File: src/rtl/fetch_stage_if.sv
// Instruction memory bus between fetch and imem.
// Fetch drives the address, imem answers combinationally.
interface fetch_stage_if;
  logic [31:0] imemAddr;
  logic [31:0] imemData;

  modport master (
    output imemAddr,
    input  imemData
  );

  modport slave (
    input  imemAddr,
    output imemData
  );
endinterface

File: src/rtl/fetch_stage.sv
// Instruction fetch stage: PC register, redirect mux, IF/ID reg.
// FETCH_STALL_CNT_EN adds saturating stall/flush event counters.
module fetch_stage (
  input  logic                clk,
  input  logic                rstN,
  input  logic                stall,
  input  logic                pcSrc,
  input  logic [31:0]         branchTarget,
  input  logic                jump,
  input  logic [25:0]         jumpIndex,
  fetch_stage_if.master       imem,
  output logic [31:0]         ifidInstr,
  output logic [31:0]         ifidPcPlus4,
`ifdef FETCH_STALL_CNT_EN
  output logic [15:0]         stallCount,
  output logic [15:0]         flushCount,
`endif
  output logic                ifidValid
);

  logic [31:0] pc_q, pc_d;
  logic [31:0] instr_q, instr_d;
  logic [31:0] pc4_q, pc4_d;
  logic        valid_q, valid_d;
  logic [31:0] pc_plus4;
  logic [31:0] jump_target;
  logic        redirect;

  assign pc_plus4    = pc_q + 32'd4;
  assign jump_target = {pc4_q[31:28], jumpIndex, 2'b00};
  assign redirect    = pcSrc | jump;

  // Next PC: branch beats jump beats stall beats sequential.
  always_comb begin
    pc_d = pc_plus4;
    if (pcSrc)      pc_d = branchTarget;
    else if (jump)  pc_d = jump_target;
    else if (stall) pc_d = pc_q;
  end

  // IF/ID: flush on redirect, hold on stall, else capture fetch.
  always_comb begin
    instr_d = instr_q;
    pc4_d   = pc4_q;
    valid_d = valid_q;
    if (redirect) begin
      instr_d = 32'h0;
      pc4_d   = 32'h0;
      valid_d = 1'b0;
    end else if (!stall) begin
      instr_d = imem.imemData;
      pc4_d   = pc_plus4;
      valid_d = 1'b1;
    end
  end

  // PC and IF/ID state registers.
  always_ff @(posedge clk or negedge rstN) begin
    if (!rstN) begin
      pc_q    <= 32'h0;
      instr_q <= 32'h0;
      pc4_q   <= 32'h0;
      valid_q <= 1'b0;
    end else begin
      pc_q    <= pc_d;
      instr_q <= instr_d;
      pc4_q   <= pc4_d;
      valid_q <= valid_d;
    end
  end

  assign imem.imemAddr = pc_q;
  assign ifidInstr     = instr_q;
  assign ifidPcPlus4   = pc4_q;
  assign ifidValid     = valid_q;

`ifdef FETCH_STALL_CNT_EN
  logic [15:0] stall_cnt_q, stall_cnt_d;
  logic [15:0] flush_cnt_q, flush_cnt_d;

  // Saturating event counters; a redirect never counts as a stall.
  always_comb begin
    stall_cnt_d = stall_cnt_q;
    flush_cnt_d = flush_cnt_q;
    if (stall && !redirect && stall_cnt_q != 16'hFFFF)
      stall_cnt_d = stall_cnt_q + 16'd1;
    if (redirect && flush_cnt_q != 16'hFFFF)
      flush_cnt_d = flush_cnt_q + 16'd1;
  end

  // Counter registers.
  always_ff @(posedge clk or negedge rstN) begin
    if (!rstN) begin
      stall_cnt_q <= 16'h0;
      flush_cnt_q <= 16'h0;
    end else begin
      stall_cnt_q <= stall_cnt_d;
      flush_cnt_q <= flush_cnt_d;
    end
  end

  assign stallCount = stall_cnt_q;
  assign flushCount = flush_cnt_q;
`endif

endmodule

File: src/flat_wrapper.sv
// flat-port wrapper written by rule: the top's interface ports become plain ports
module fetch_stage_flat 
  (clk, rstN, stall, pcSrc, branchTarget, jump, jumpIndex, ifidInstr, ifidPcPlus4, ifidValid, imem_imemAddr, imem_imemData);
  fetch_stage_if imem_i ();
  input  logic clk;
  input  logic rstN;
  input  logic stall;
  input  logic pcSrc;
  input  logic [31:0] branchTarget;
  input  logic jump;
  input  logic [25:0] jumpIndex;
  output logic [31:0] ifidInstr;
  output logic [31:0] ifidPcPlus4;
  output logic ifidValid;
  output wire logic [$bits(imem_i.imemAddr)-1:0] imem_imemAddr;
  input wire logic [$bits(imem_i.imemData)-1:0] imem_imemData;
  assign imem_imemAddr = imem_i.imemAddr;
  assign imem_i.imemData = imem_imemData;
  fetch_stage u_core (.clk(clk), .rstN(rstN), .stall(stall), .pcSrc(pcSrc), .branchTarget(branchTarget), .jump(jump), .jumpIndex(jumpIndex), .imem(imem_i), .ifidInstr(ifidInstr), .ifidPcPlus4(ifidPcPlus4), .ifidValid(ifidValid));
endmodule
File: config.mk
export PLATFORM = sky130hd
export DESIGN_NAME = fetch_stage_flat
export DESIGN_NICKNAME = d
export VERILOG_FILES = /design/src/rtl/fetch_stage_if.sv /design/src/rtl/fetch_stage.sv /design/src/flat_wrapper.sv
export SDC_FILE = /design/constraint.sdc
export NUM_CORES = 1
export LEC_CHECK = 0
export BUFFER_PORTS_ARGS = -buffer_cell sky130_fd_sc_hd__buf_4
export CORE_MARGIN = 4
export CORE_UTILIZATION = 51
export CTS_CLUSTER_SIZE = 20
export DETAILED_ROUTE_END_ITERATION = 6
export GPL_TIMING_DRIVEN = 0
export PLACE_DENSITY_LB_ADDON = 0.1
export SYNTH_ARGS = -nofsm -noshare
export SYNTH_HDL_FRONTEND = slang
export SYNTH_SLANG_ARGS = --single-unit
File: constraint.sdc
create_clock -name clk -period 2.1 [get_ports clk]
set_input_delay 0.21 -clock clk [delete_from_list [all_inputs] [get_ports clk]]
set_output_delay 0.21 -clock clk [all_outputs]
set_load 0.05 [all_outputs]
==> results of run 1 <==
==> cells in the final DEF, fill, tap and decap left out, drive strengths merged, types with 13 or more instances in the layout <==
cell	Yosys	routed
mux2i	51	51
clkbuf	27	37
buf	29	225
a21oi	26	26
o21ai	45	45
nor4	19	19
nor3	19	19
nand3	18	18
o22ai	13	13
nor2	53	53
a31oi	18	18
nand2	53	53
dfrtp	97	97
==> worst register-to-register path, cell delays in order, from the launching register on <==
cell and delay, ns:
dfrtp_1 0.41, clkbuf_1 0.39, and4_1 0.38, and2_0 0.40, a311oi_1 0.16, nor3_1 0.22
==> how the worst min path moves through the flow <==
stage / startpoint / endpoint / cells after the start
global placement: branchTarget[3] / u_core.imem.imemAddr[3] / 3
floorplan: rstN / u_core.ifidInstr[0] / 0
CTS: branchTarget[1] / u_core.imem.imemAddr[1] / 2
detailed placement: branchTarget[1] / u_core.imem.imemAddr[1] / 2
global route: branchTarget[1] / u_core.imem.imemAddr[1] / 2
finish: branchTarget[3] / u_core.imem.imemAddr[3] / 3
==> registers in the layout, summed over array words and instances, names as in the netlist <==
register / cells
u_core.imem.imemAddr: 32
u_core.ifidPcPlus4: 32
u_core.ifidValid: 1
u_core.ifidInstr: 32
==> metal layers <==
| metal | global-route usage (%) | up-vias | wire length, µm |
|---|---|---|---|
| li1 | - | 2703 | - |
| met1 | 42.1 | 2881 | 8000 |
| met2 | 48.5 | 434 | 9440 |
| met3 | 8.34 | 59 | 2470 |
| met4 | 14.6 | 0 | 668 |
| met5 | 0 | - | 0 |
==> cells by family after synthesis <==
logic type      Yosys count  synth area share (%)
xor+xnor                 15                  2.33
compound gates          173                  20.0
simple gates            209                  19.8
buf+inv                  65                  5.21
fa+ha+maj                 1                 0.222
flops                    97                  43.0
mux                      53                  9.45
==> final cells by class <==
type | count | area (µm²)
Buffer | 56 | 262
Inverter | 9 | 33.8
Tap cell | 140 | 175
Timing Repair Buffer | 196 | 1490
Clock inverter | 5 | 61.3
Clock buffer | 11 | 141
Multi-Input combinational cell | 451 | 2960
Sequential cell | 97 | 2430
Fill cell | 872 | 3280
==> cell usage after synthesis (all sizes together), types with 5 or more instances <==
| library cell | count | area (µm²) |
|---|---|---|
| dfrtp | 97 | 2430 |
| nand2 | 53 | 201 |
| nor2 | 53 | 201 |
| mux2i | 51 | 510 |
| o21ai | 45 | 225 |
| buf | 29 | 158 |
| clkbuf | 27 | 103 |
| a21oi | 26 | 130 |
| nor3 | 19 | 95.1 |
| nor4 | 19 | 159 |
| a31oi | 18 | 113 |
| nand3 | 18 | 95.1 |
| o22ai | 13 | 81.3 |
| nand4 | 12 | 106 |
| xnor2 | 12 | 105 |
| a311oi | 11 | 96.3 |
| a211oi | 10 | 75.1 |
| and3 | 10 | 63.8 |
| o22a | 10 | 87.6 |
| inv | 9 | 33.8 |
| and4 | 8 | 75.1 |
| o31ai | 8 | 60.1 |
| or4 | 8 | 63.8 |
| a21o | 6 | 45.0 |
| a22o | 5 | 43.8 |
| o211ai | 5 | 37.5 |
| o21a | 5 | 37.5 |
==> stage by stage <==
step | cell area, µm² | hold WS [ns] | setup slack [ns]
after floorplan | 5650 | -0.0856 | 0.0484
after global placement | 7250 | 0.423 | -0.0171
after detailed placement | 7250 | 0.444 | -0.0399
after CTS | 7470 | 0.0432 | 0.0299
after global routing | 7560 | 0.0415 | 0.00629
final | 7560 | 0.0519 | 0.0736
==> power by group <==
| part | internal (W) | leakage [nW] | switching [W] |
|---|---|---|---|
| clock | 0.000594 | 0.104 | 0.000708 |
| combinational | 0.000561 | 2.25 | 0.00106 |
| sequential | 0.00199 | 1.29 | 0.000139 |
==> timing repair <==
item                       4_1_cts  5_1_grt
setup endpoints to repair        9       23
hold buffers                     0        1
resized for setup                3        6
pin swaps                        0        2
hold endpoints to repair         0       28
buffers inserted                 0        4
==> run summary, run 1 <==
worst path required time = 2.39 ns
Port-buffer cells = 190
clk root buf = clkbuf_8
Final #Nets = 916
CP Class = flip-flop to flip-flop
DRT Pass-1 Iters = 5
cts bufs inserted = 9
share of layout cells above drive strength 1 = 31.8%
sequential-to-total area share from yosys stat = 43.0%
Final Power = 0.00505 W
vias in the first global route = 6,059
largest fanout on the critical path = 10
starting density of the core = 52.1%
Cells after DPL = 943
total global routing overflow = 0
number of flops mapped to enable cells by yosys = 0
CP Launch Type = flip-flop
Fin Setup TNS = 0 ns
HP Class = input port to flip-flop
maximum vdd drop = 0.497 mV
crit path DAT = 2.32 ns
Hold Violations, Final = 0
crit path cell chain = clkbuf_1 -> and4_1 -> and2_0 -> a311oi_1 -> nor3_1
Finished Core Util = 69.7%
Die ar. = 12,800 µm²
Synth cell types = 54
Slew Limit Headroom = 45.0%
worst path buffer plus inverter count = 1
first-pass GRT wire length = 31.7 mm
launching point of the worst reg2reg path = u_core.imem.imemAddr[19]
CTS tree = done
CP Capture Point = u_core.imem.imemAddr[22]
Syn Nets = 709
fmax = 493 MHz
Max clock buf depth = 2
YS warnings = 0
dominant synthesized flop cell = dfrtp_1
largest net degree at the start of global routing = 98
cell leakage power = 3.64 nW
IO Pins = 192
Die H = 113 µm
die width = 113 µm
CP Depth = 5
ANT cells = 0
post-DP HPWL = 14.8 mm
final non-filler cell total = 965
fin crit share = 96.5%
FF+latch count, synth = 97
Row Count = 38
clk sink count = 97
Mean Syn Cell Area = 9.21 µm²
initial drt markers = 647
total core area = 10,800 µm²
Placer Congestion = 0.927
H-tree depth = 3
routed wire length per instance = 21.3 µm
reg2reg end = u_core.imem.imemAddr[22]
Max-cap violations = 0
reg-to-reg slack, setup = 0.07 ns
RSZ-0062 raised after global routing = false
DRT Wirelength = 20.6 mm
initial antenna violation count = 0
count of pins over their slew limit = 0
minimum clock period after layout = 2.03 ns
Post-DRT Antenna Nets = 0
Setup-failing EPs final = 0
r2r worst-path depth = 5
Area Growth Syn to Fin = 34.0%
CP max stage cell = dfrtp_1
GR Util All Layers = 31.7%
worst slew pin tran = 0.825 ns
Cell Pwr Density = 668 nW/µm²
synthesized area = 5640 µm²
Syn Inst Count = 613
Critical Path Source = u_core.imem.imemAddr[19]
Critical Path End Type = flip-flop
Clock Skew = 0.00566 ns
max incr delay on CP = 0.41 ns
outcome = complete, no violations
via/cell ratio = 6.30
CP top delay family = simple AND/OR/NAND/NOR gates
CTS clk-pin slew, worst paths = 0.10 ns
drc violations = 0
total number of vias = 6,077
clock latency on the worst-skew pair = 0.38 ns
Async SR Flop Fraction = 100%
No activity file was read; power rests on OpenSTA's default activity.
==> run 2, diff against run 1 <==
Settings changed: CORE_UTILIZATION 51 to 40, TNS_END_PERCENT from default to 1.
==> run 2 against run 1 <==
The run now ends with negative hold slack left. Critical endpoint is now u_core.ifidPcPlus4[28]. Register-to-register slack got worse by 0.05 ns. Largest power group unchanged. Routed wire length grew 2.6%. Cell count up 3.5%. Total power increased by 7.8%. Count of clock-buffer cells in the layout is 1 lower. Clock skew about the same. First-iteration DRC count down 36%.
==> run summary, run 2 (synthesis results as in run 1) <==
fin crit share = 98.8% (was 96.5%)
switching pwr = 0.00194 W (was 0.00190 W)
Area Growth Syn to Fin = 35.9% (was 34.0%)
reg2reg end = u_core.ifidPcPlus4[28] (was u_core.imem.imemAddr[22])
r2r worst-path depth = 6 (was 5)
worst path required time = 2.37 ns (was 2.39 ns)
Die H = 127 µm (was 113 µm)
max incr delay on CP = 0.55 ns (was 0.41 ns)
ANT cells = 0 (unchanged)
CP max stage cell = or4_1 (was dfrtp_1)
cts bufs inserted = 9 (unchanged)
Post-DRT Antenna Nets = 0 (unchanged)
Max clock buf depth = 2 (unchanged)
most common cell after layout, fill and taps aside = buf_4 (unchanged)
H-tree depth = 3 (unchanged)
Hold Violations, Final = 71 (was 0)
Max-cap violations = 0 (unchanged)
clk root buf = clkbuf_16 (was clkbuf_8)
CP Launch Type = flip-flop (unchanged)
share of layout cells above drive strength 1 = 31.6% (was 31.8%)
Comb pwr share = 29.4% (was 32.1%)
die width = 127 µm (was 113 µm)
largest fanout on the critical path = 8 (was 10)
most frequent cells in the layout = 195 x buf_4, 95 x dfrtp_1, 52 x nor2_1, 52 x nand2_1, 51 x mux2i_1 (was 198 x buf_4, 95 x dfrtp_1, 52 x nor2_1, 52 x nand2_1, 51 x mux2i_1)
share of power burned in registers = 39.1% (was 42.2%)
failing checks = negative hold slack
routed wire length per instance = 21.1 µm (was 21.3 µm)
Setup-failing EPs final = 0 (unchanged)
reg-to-reg slack, setup = 0.02 ns (was 0.07 ns)
HP Class = input port to async pin (was input port to flip-flop)
final non-filler cell total = 999 (was 965)
total core area = 13,800 µm² (was 10,800 µm²)
starting density of the core = 40.8% (was 52.1%)
IO Pins = 192 (unchanged)
fmax = 482 MHz (was 493 MHz)
Cells after DPL = 983 (was 943)
maximum vdd drop = 0.433 mV (was 0.497 mV)
vias in the first global route = 5,725 (was 6,059)
outcome = complete, but fails checks (was complete, no violations)
Clock Power Share = 31.5% (was 25.8%)
Critical Path End Type = flip-flop (unchanged)
largest net degree at the start of global routing = 98 (unchanged)
Die ar. = 16,100 µm² (was 12,800 µm²)
Cell Pwr Density = 710 nW/µm² (was 668 nW/µm²)
final hold slack = -0.0363 ns (was 0.0519 ns)
CTS tree = done (unchanged)
clock latency on the worst-skew pair = 0.35 ns (was 0.38 ns)
via/cell ratio = 5.85 (was 6.30)
Placer Congestion = 0.912 (was 0.927)
clk sink count = 97 (unchanged)
DRT Pass-1 Iters = 5 (unchanged)
cell leakage power = 3.64 nW (about the same)
initial antenna violation count = 0 (unchanged)
worst slew pin tran = 0.891 ns (was 0.825 ns)
Clock Skew = 0.00531 ns (was 0.00566 ns)
CP Class = flip-flop to flip-flop (unchanged)
RSZ-0062 raised after global routing = true (was false)
Int Power = 0.00350 W (was 0.00314 W)
launching point of the worst reg2reg path = u_core.imem.imemAddr[2] (was u_core.imem.imemAddr[19])
crit path DAT = 2.34 ns (was 2.32 ns)
Row Count = 43 (was 38)
switching part of the total = 35.6% (was 37.7%)
Port-buffer cells = 190 (unchanged)
Slew Limit Headroom = 40.6% (was 45.0%)
total global routing overflow = 0 (unchanged)
count of pins over their slew limit = 0 (unchanged)
crit path cell chain = ha_1 -> buf_2 -> and3_4 -> nand4_4 -> or4_1 -> a31oi_1 (was clkbuf_1 -> and4_1 -> and2_0 -> a311oi_1 -> nor3_1)
minimum clock period after layout = 2.08 ns (was 2.03 ns)
initial drt markers = 414 (was 647)
post-DP HPWL = 15.6 mm (was 14.8 mm)
Fill cells = 1,323 (was 872)
Fin Setup TNS = 0 ns (unchanged)
CTS clk-pin slew, worst paths = 0.07 ns (was 0.10 ns)
drc violations = 0 (unchanged)
DRT Wirelength = 21.1 mm (was 20.6 mm)
GR Util All Layers = 25.8% (was 31.7%)
first-pass GRT wire length = 32.5 mm (was 31.7 mm)
total number of vias = 5,847 (was 6,077)
Final #Nets = 911 (was 916)
run 2: what timing repair did:
action	4_1_cts	5_1_grt
hold buffers	0	0
endpoints found under the setup margin	16	21
pin swaps	1	2
resized for setup	6	6
buffers inserted	0	1
run 2: metal layers:
metal / wire length (µm) / global-route usage, % / vias up
met4: 404 / 7.57 / 0
met1: 9200 / 36.8 / 2832
met2: 9760 / 39.3 / 285
met3: 1730 / 6.02 / 33
met5: 0 / 0 / -
li1: - / - / 2697
run 2: power groups by stage:
| stage | Combinational [W] | Clock (W) | Sequential [W] |
|---|---|---|---|
| floorplan | 0.000570 | 0 | 0.00256 |
| global placement | 0.00157 | 0 | 0.00215 |
| detailed placement | 0.00158 | 0 | 0.00216 |
| CTS | 0.00159 | 0.00175 | 0.00212 |
| global route | 0.00171 | 0.00182 | 0.00214 |
| finish | 0.00160 | 0.00172 | 0.00213 |
run 2: area by class of cell:
class                      instances  area (µm²)  area share (%)
clock buffer                      10         239            3.12
sequential                        97        2430            31.7
buffer                            56         264            3.44
timing repair buffer             191        1440            18.7
clock inverter                     5        63.8           0.832
inverter                           9        33.8           0.440
multi-input combinational        451        2980            38.8
tap                              180         225            2.94
run 2: critical path, delay by kind of cell (launching register included):
kind / cells / cell delay [ns]
compound gates: 1 / 0.18
simple gates: 3 / 1.00
flops: 1 / 0.45
fa+ha+maj: 1 / 0.16
buf+inv: 1 / 0.20
run 2: worst max path at each step:
stage	start	endpoint	slack [ns]	cells after the start
after global routing	u_core.imem.imemAddr[12]	u_core.imem.imemAddr[31]	-0.01	4
after CTS	u_core.imem.imemAddr[2]	u_core.imem.imemAddr[24]	0.02	6
after detailed placement	u_core.imem.imemAddr[2]	u_core.ifidPcPlus4[24]	-0.19	7
after floorplan	u_core.imem.imemAddr[6]	u_core.imem.imemAddr[20]	0.05	5
after global placement	u_core.imem.imemAddr[2]	u_core.ifidPcPlus4[30]	-0.18	7
final	u_core.imem.imemAddr[2]	u_core.ifidPcPlus4[28]	0.02	6
run 2: per-stage QoR:
step | power [W] | utilization [%] | worst slack (ns) | cell area (µm²) | hold slack (ns)
floorplan | 0.00313 | - | 0.0484 | 5650 | -0.0856
global placement | 0.00372 | 52.8 | -0.181 | 7300 | 0.423
detailed placement | 0.00374 | 52.8 | -0.193 | 7300 | 0.444
CTS | 0.00546 | 55.2 | 0.0189 | 7630 | 0.0764
global route | 0.00567 | 55.5 | -0.0148 | 7670 | 0.0481
finish | 0.00544 | 55.5 | 0.0249 | 7670 | -0.0363
